[src/rtl/reg_pkg.sv]
// Shared defaults and the scan-out FSM state type for the register bank.
package reg_pkg;

  localparam int DEF_WIDTH = 8;
  localparam int DEF_DEPTH = 16;

  typedef enum logic [1:0] {
    IDLE = 2'd0,
    DUMP = 2'd1,
    DONE = 2'd2
  } dump_state_e;

endpackage

[src/rtl/reg_bank_mem.sv]
// Storage array with one write port, two registered read ports and one
// combinational scan port; all read paths forward a same-cycle write.
module reg_bank_mem
  import reg_pkg::*;
#(
  parameter int WIDTH = DEF_WIDTH,
  parameter int DEPTH = DEF_DEPTH,
  localparam int AW = $clog2(DEPTH)
) (
  input  logic             clk_i,
  input  logic             rst_ni,
  input  logic             wen_i,
  input  logic [AW-1:0]    waddr_i,
  input  logic [WIDTH-1:0] wdata_i,
  input  logic [AW-1:0]    raddr_a_i,
  input  logic [AW-1:0]    raddr_b_i,
  output logic [WIDTH-1:0] rdata_a_o,
  output logic [WIDTH-1:0] rdata_b_o,
  input  logic [AW-1:0]    saddr_i,
  output logic [WIDTH-1:0] sdata_o
);

  logic [WIDTH-1:0] mem_q [DEPTH];
  logic [WIDTH-1:0] rdata_a_q, rdata_a_d;
  logic [WIDTH-1:0] rdata_b_q, rdata_b_d;

  always_comb begin
    rdata_a_d = mem_q[raddr_a_i];
    rdata_b_d = mem_q[raddr_b_i];
    sdata_o   = mem_q[saddr_i];
    if (wen_i && (waddr_i == raddr_a_i)) rdata_a_d = wdata_i;
    if (wen_i && (waddr_i == raddr_b_i)) rdata_b_d = wdata_i;
    if (wen_i && (waddr_i == saddr_i))   sdata_o   = wdata_i;
  end

  always_ff @(posedge clk_i) begin
    if (!rst_ni) begin
      for (int i = 0; i < DEPTH; i++) mem_q[i] <= '0;
      rdata_a_q <= '0;
      rdata_b_q <= '0;
    end else begin
      if (wen_i) mem_q[waddr_i] <= wdata_i;
      rdata_a_q <= rdata_a_d;
      rdata_b_q <= rdata_b_d;
    end
  end

  assign rdata_a_o = rdata_a_q;
  assign rdata_b_o = rdata_b_q;

endmodule

[src/rtl/reg_bank_scan.sv]
// Register bank with two registered read ports and a scan-out sequencer that
// streams every entry, in index order, over a valid/ready handshake.
module reg_bank_scan
  import reg_pkg::*;
#(
  parameter int WIDTH = DEF_WIDTH,
  parameter int DEPTH = DEF_DEPTH,
  localparam int AW = $clog2(DEPTH)
) (
  input  logic             clk,
  input  logic             rst,
  input  logic             wen,
  input  logic [AW-1:0]    waddr,
  input  logic [WIDTH-1:0] in,
  input  logic [AW-1:0]    raddr_a,
  input  logic [AW-1:0]    raddr_b,
  output logic [WIDTH-1:0] out_a,
  output logic [WIDTH-1:0] out_b,
  input  logic             dump_start,
  output logic             dump_valid,
  input  logic             dump_ready,
  output logic [AW-1:0]    dump_addr,
  output logic [WIDTH-1:0] dump_data,
  output logic             dump_done,
  output logic             busy,
  output dump_state_e      dbg_state
);

  // Handshake: a beat transfers on a posedge where dump_valid && dump_ready.
  // While valid is high and ready low, addr/data are held; data is the value
  // captured when the beat was first presented. ready is ignored when !valid.

  dump_state_e      state_q, state_d;
  logic             valid_q, valid_d;
  logic [AW-1:0]    addr_q, addr_d;
  logic [WIDTH-1:0] data_q, data_d;
  logic [AW-1:0]    scan_addr;
  logic [WIDTH-1:0] scan_data;

  reg_bank_mem #(
    .WIDTH (WIDTH),
    .DEPTH (DEPTH)
  ) u_mem (
    .clk_i     (clk),
    .rst_ni    (rst),
    .wen_i     (wen),
    .waddr_i   (waddr),
    .wdata_i   (in),
    .raddr_a_i (raddr_a),
    .raddr_b_i (raddr_b),
    .rdata_a_o (out_a),
    .rdata_b_o (out_b),
    .saddr_i   (scan_addr),
    .sdata_o   (scan_data)
  );

  always_comb begin
    state_d   = state_q;
    valid_d   = valid_q;
    addr_d    = addr_q;
    data_d    = data_q;
    scan_addr = '0;
    unique case (state_q)
      IDLE: begin
        if (dump_start) begin
          state_d = DUMP;
          valid_d = 1'b1;
          addr_d  = '0;
          data_d  = scan_data;
        end
      end
      DUMP: begin
        if (valid_q && dump_ready) begin
          if (addr_q == AW'(DEPTH - 1)) begin
            valid_d = 1'b0;
            state_d = DONE;
          end else begin
            scan_addr = addr_q + AW'(1);
            addr_d    = scan_addr;
            data_d    = scan_data;
          end
        end
      end
      DONE: state_d = IDLE;
      default: state_d = IDLE;
    endcase
  end

  always_ff @(posedge clk) begin
    if (!rst) begin
      state_q <= IDLE;
      valid_q <= 1'b0;
      addr_q  <= '0;
      data_q  <= '0;
    end else begin
      state_q <= state_d;
      valid_q <= valid_d;
      addr_q  <= addr_d;
      data_q  <= data_d;
    end
  end

  assign dump_valid = valid_q;
  assign dump_addr  = addr_q;
  assign dump_data  = data_q;
  assign dump_done  = (state_q == DONE);
  assign busy       = (state_q != IDLE);
  assign dbg_state  = state_q;

endmodule

[config.mk]
export PLATFORM = sky130hd
export DESIGN_NAME = reg_bank_scan
export DESIGN_NICKNAME = d
export VERILOG_FILES = /design/src/rtl/reg_pkg.sv /design/src/rtl/reg_bank_mem.sv /design/src/rtl/reg_bank_scan.sv
export SDC_FILE = /design/constraint.sdc
export NUM_CORES = 1
export LEC_CHECK = 0
export ABC_AREA = 1
export ABC_CLOCK_PERIOD_IN_PS = 2170
export CAP_MARGIN = 15
export CORE_ASPECT_RATIO = 0.7
export CORE_UTILIZATION = 47
export CTS_BUF_LIST = sky130_fd_sc_hd__clkbuf_16
export DETAILED_ROUTE_END_ITERATION = 6
export PLACE_DENSITY = 0.68
export SLEW_MARGIN = 20
export SYNTH_ARGS = -nofsm -noshare
export SYNTH_HDL_FRONTEND = slang
export SYNTH_SLANG_ARGS = --single-unit
[constraint.sdc]
create_clock -name clk -period 2.17 [get_ports clk]
set_input_delay 0.651 -clock clk [delete_from_list [all_inputs] [get_ports clk]]
set_output_delay 0.651 -clock clk [all_outputs]
set_load 0.005 [all_outputs]
==> impl_metrics.ini <==
[placement]
io_buffers = 57
gp_congestion = 1.04
dp_slack_ns = -0.464
dp_hpwl_mm = 29.7

[setup_path]
regToRegSetupSlack_ns = 0.05
critPathSlowestCell = dfxtp_1
arrival_ns = 2.50
worstPathCellList = ha_2, nand3_2, nand2_4, nor2_4, buf_12, buf_12, buf_12, nand2_1, nand3_1, nand3_1, nand3_1, nand3_1, nand2_1, a21oi_2
cp.required_ns = 2.55
cp_max_fo = 6
r2r-start = dump_addr[0]
cpPeakStageDelay_ns = 0.34
crit_type = reg2reg
end_kind = flop
r2r_end = dump_data[5]
cp_common_cell = nand3_1
cp-startpoint = dump_addr[0]
r2r_cells = 14
crit_path_start_kind = flop

[drt]
wl_mm = 40.6
drt_iter0_markers = 1884
via_per_inst = 6.01
first_pass_iters = 6
route.detailed.drc = 0
vias = 10545
drtAntennaViolNets = 0
wl_per_cell_um = 23.1

[floorplanning]
io_pins = 58
die_h_um = 123
start_util_pct = 48.8
core-area_um2 = 20200
dieArea_um2 = 21500
num_rows = 43
dieWidth_um = 175

[logic_synthesis]
synth-edff-count = 128
synth_cell_type_count = 30
yosysSeqAreaShare_pct = 45.3
yosysMostFrequentCell = nand3_1
syn_avg_cell_area_um2 = 7.39
yosys-top-cells-area = edfxtp_1 (39%), nand3_1 (12%), a21oi_1 (7.0%)
synthArstFlopShare_pct = 0
synth_common_cells = nand3_1 (229), nand2_1 (183), nor2_1 (163), inv_1 (153), a21oi_1 (138)
yosysTopAreaCellShare_pct = 39.0
synth_flop_cell = edfxtp_1
syn-instance-count = 1332
ys_ff_latch = 159
yosysWarnings = 0
syn-num-nets = 1358
yosys.area.top_type = edfxtp_1
netlist_area_um2 = 9850

[pwr]
p_per_area_nw_per_um2 = 644
leakage_nw = 5.48
vdd.ir_drop.worst_mv = 0.676
p_total_mw = 8.21

[sta]
relSlewSlack_pct = 64.0
rsz0062_at_grt = false
layout_worst_path_cycle_share_pct = 97.6
finalSetupViolCount = 0
fmax_mhz = 472
hold_viol = 0
slew_viol_final = 0
timing.final.ws_setup_ns = 0.0515
layout_min_cycle_time_ns = 2.12
worst_slew_pin_slew_ns = 0.534
clock-skew-final_ns = 0.00912

[worst_hold_path]
hold_depth = 2
min_to = dump_data[6]
min_path_type = reg2reg
holdCritStartpoint = dump_data[6]

[cts]
cts_root_buf = clkbuf_16
htree_num_levels = 4
ctsHoldBuffers = 0
clock_latency_ns = 0.44
cts_tree = built
cts.sinks = 159
cts_buffer_depth = 2
numCtsBuffers = 17
path_clk_slew_ns = 0.07

[grt]
grt_usage_pct = 38.2
grt_pass1_wl_mm = 58.8
grt_pass1_vias = 9153
grt-ovfl-total = 0
grt_max_degree = 53
antenna_found_initial = 0

[finish]
area_growth_pct = 29.5
diodes = 0
drive_gt1_share_pct = 15.1
num-fill-cells = 1801
finalNetCount = 1497

[status]
run_status = finished, final reports clean

[job]
max_cap_viol_count = 0
layer usage:
metal	track usage [%]	vias up	wire length [µm]
met1	56.6	4856	17000
met5	0	-	0
met4	12.8	0	1260
met2	52.7	818	16000
li1	-	4778	-
met3	11.1	93	6380
cell families after synthesis:
| kind of cell | synth area share [%] |
|---|---|
| xor+xnor | 0.0890 |
| fa+ha+maj | 0.127 |
| flops | 45.3 |
| simple gates | 26.1 |
| compound gates | 17.9 |
| buf+inv | 10.4 |
registers in the layout, summed over array words and instances, names as in the netlist:
register	cells
dump_data	8
u_mem.mem_q	128
u_mem.rdata_a_o	8
dump_addr	4
u_mem.rdata_b_o	8
dump_valid	1
dbg_state	2
placed cells by master (no fill, tap or decap), drive strengths merged:
master	instances
a21oi	146
a221oi	2
buf	156
bufinv	3
clkbuf	19
clkdlybuf4s50	52
clkinv	10
clkinvlp	2
dfxtp	31
dlymetal6s2s	3
edfxtp	128
ha	1
inv	161
nand2	185
nand3	231
nand3b	1
nand4	2
nor2	167
nor3	5
nor3b	1
o211ai	16
o21ai	136
o21bai	23
o22ai	2
xor2	1
area by class of cell:
cell class | instances | area, µm² | share of cell area [%]
Sequential cell | 159 | 4470 | 35.0
Clock inverter | 15 | 171 | 1.34
Timing Repair Buffer | 213 | 2320 | 18.2
Inverter | 161 | 604 | 4.74
Multi-Input combinational cell | 919 | 4420 | 34.7
Tap cell | 270 | 338 | 2.65
Clock buffer | 17 | 425 | 3.34
report_power, final:
part / internal, mW / total, mW / switching [mW]
registers: 3.48 / 3.60 / 0.118
logic: 0.595 / 1.57 / 0.973
clock network: 1.80 / 3.05 / 1.25
per-stage QoR:
step | area (µm²) | hold WS (ns) | std cells | setup TNS (ns) | util, %
3_3_place_gp | 11900 | 0.472 | 1708 | -52.45 | 58.8
5_1_grt | 12800 | 0.499 | 1754 | 0 | 63.2
3_5_place_dp | 11900 | 0.481 | 1708 | -54.08 | 58.8
6_report | 12800 | 0.493 | 1754 | 0 | 63.2
2_1_floorplan | 9850 | 0.472 | 1332 | 0 | -
4_1_cts | 12600 | 0.490 | 1745 | -0.0227 | 62.2
worst max path at each step:
stage	endpoint	slack, ns	depth (start not counted)
after CTS	dump_data[1]	-0.02	13
after global placement	dump_data[4]	-0.48	15
after floorplan	u_mem.mem_q[2][0]	0.08	5
after global routing	dump_data[4]	0.009	12
after detailed placement	dump_data[0]	-0.46	15
final	dump_data[5]	0.05	14
what timing repair did:
action / CTS / global route
pin swaps: 2 / 13
resized for setup: 7 / 16
endpoints found under the setup margin: 4 / 13
buffers inserted: 4 / 6
gates cloned: 1 / 3
critical path: cells and delay by family (launching register included):
kind | cells | cell delay [ns]
AOI/OAI and AO/OA | 1 | 0.11
adders and majority gates | 1 | 0.21
buffers and inverters | 3 | 0.41
and+or+nand+nor | 9 | 0.96
DFF | 1 | 0.34
Power figures use the tool's default switching activity.
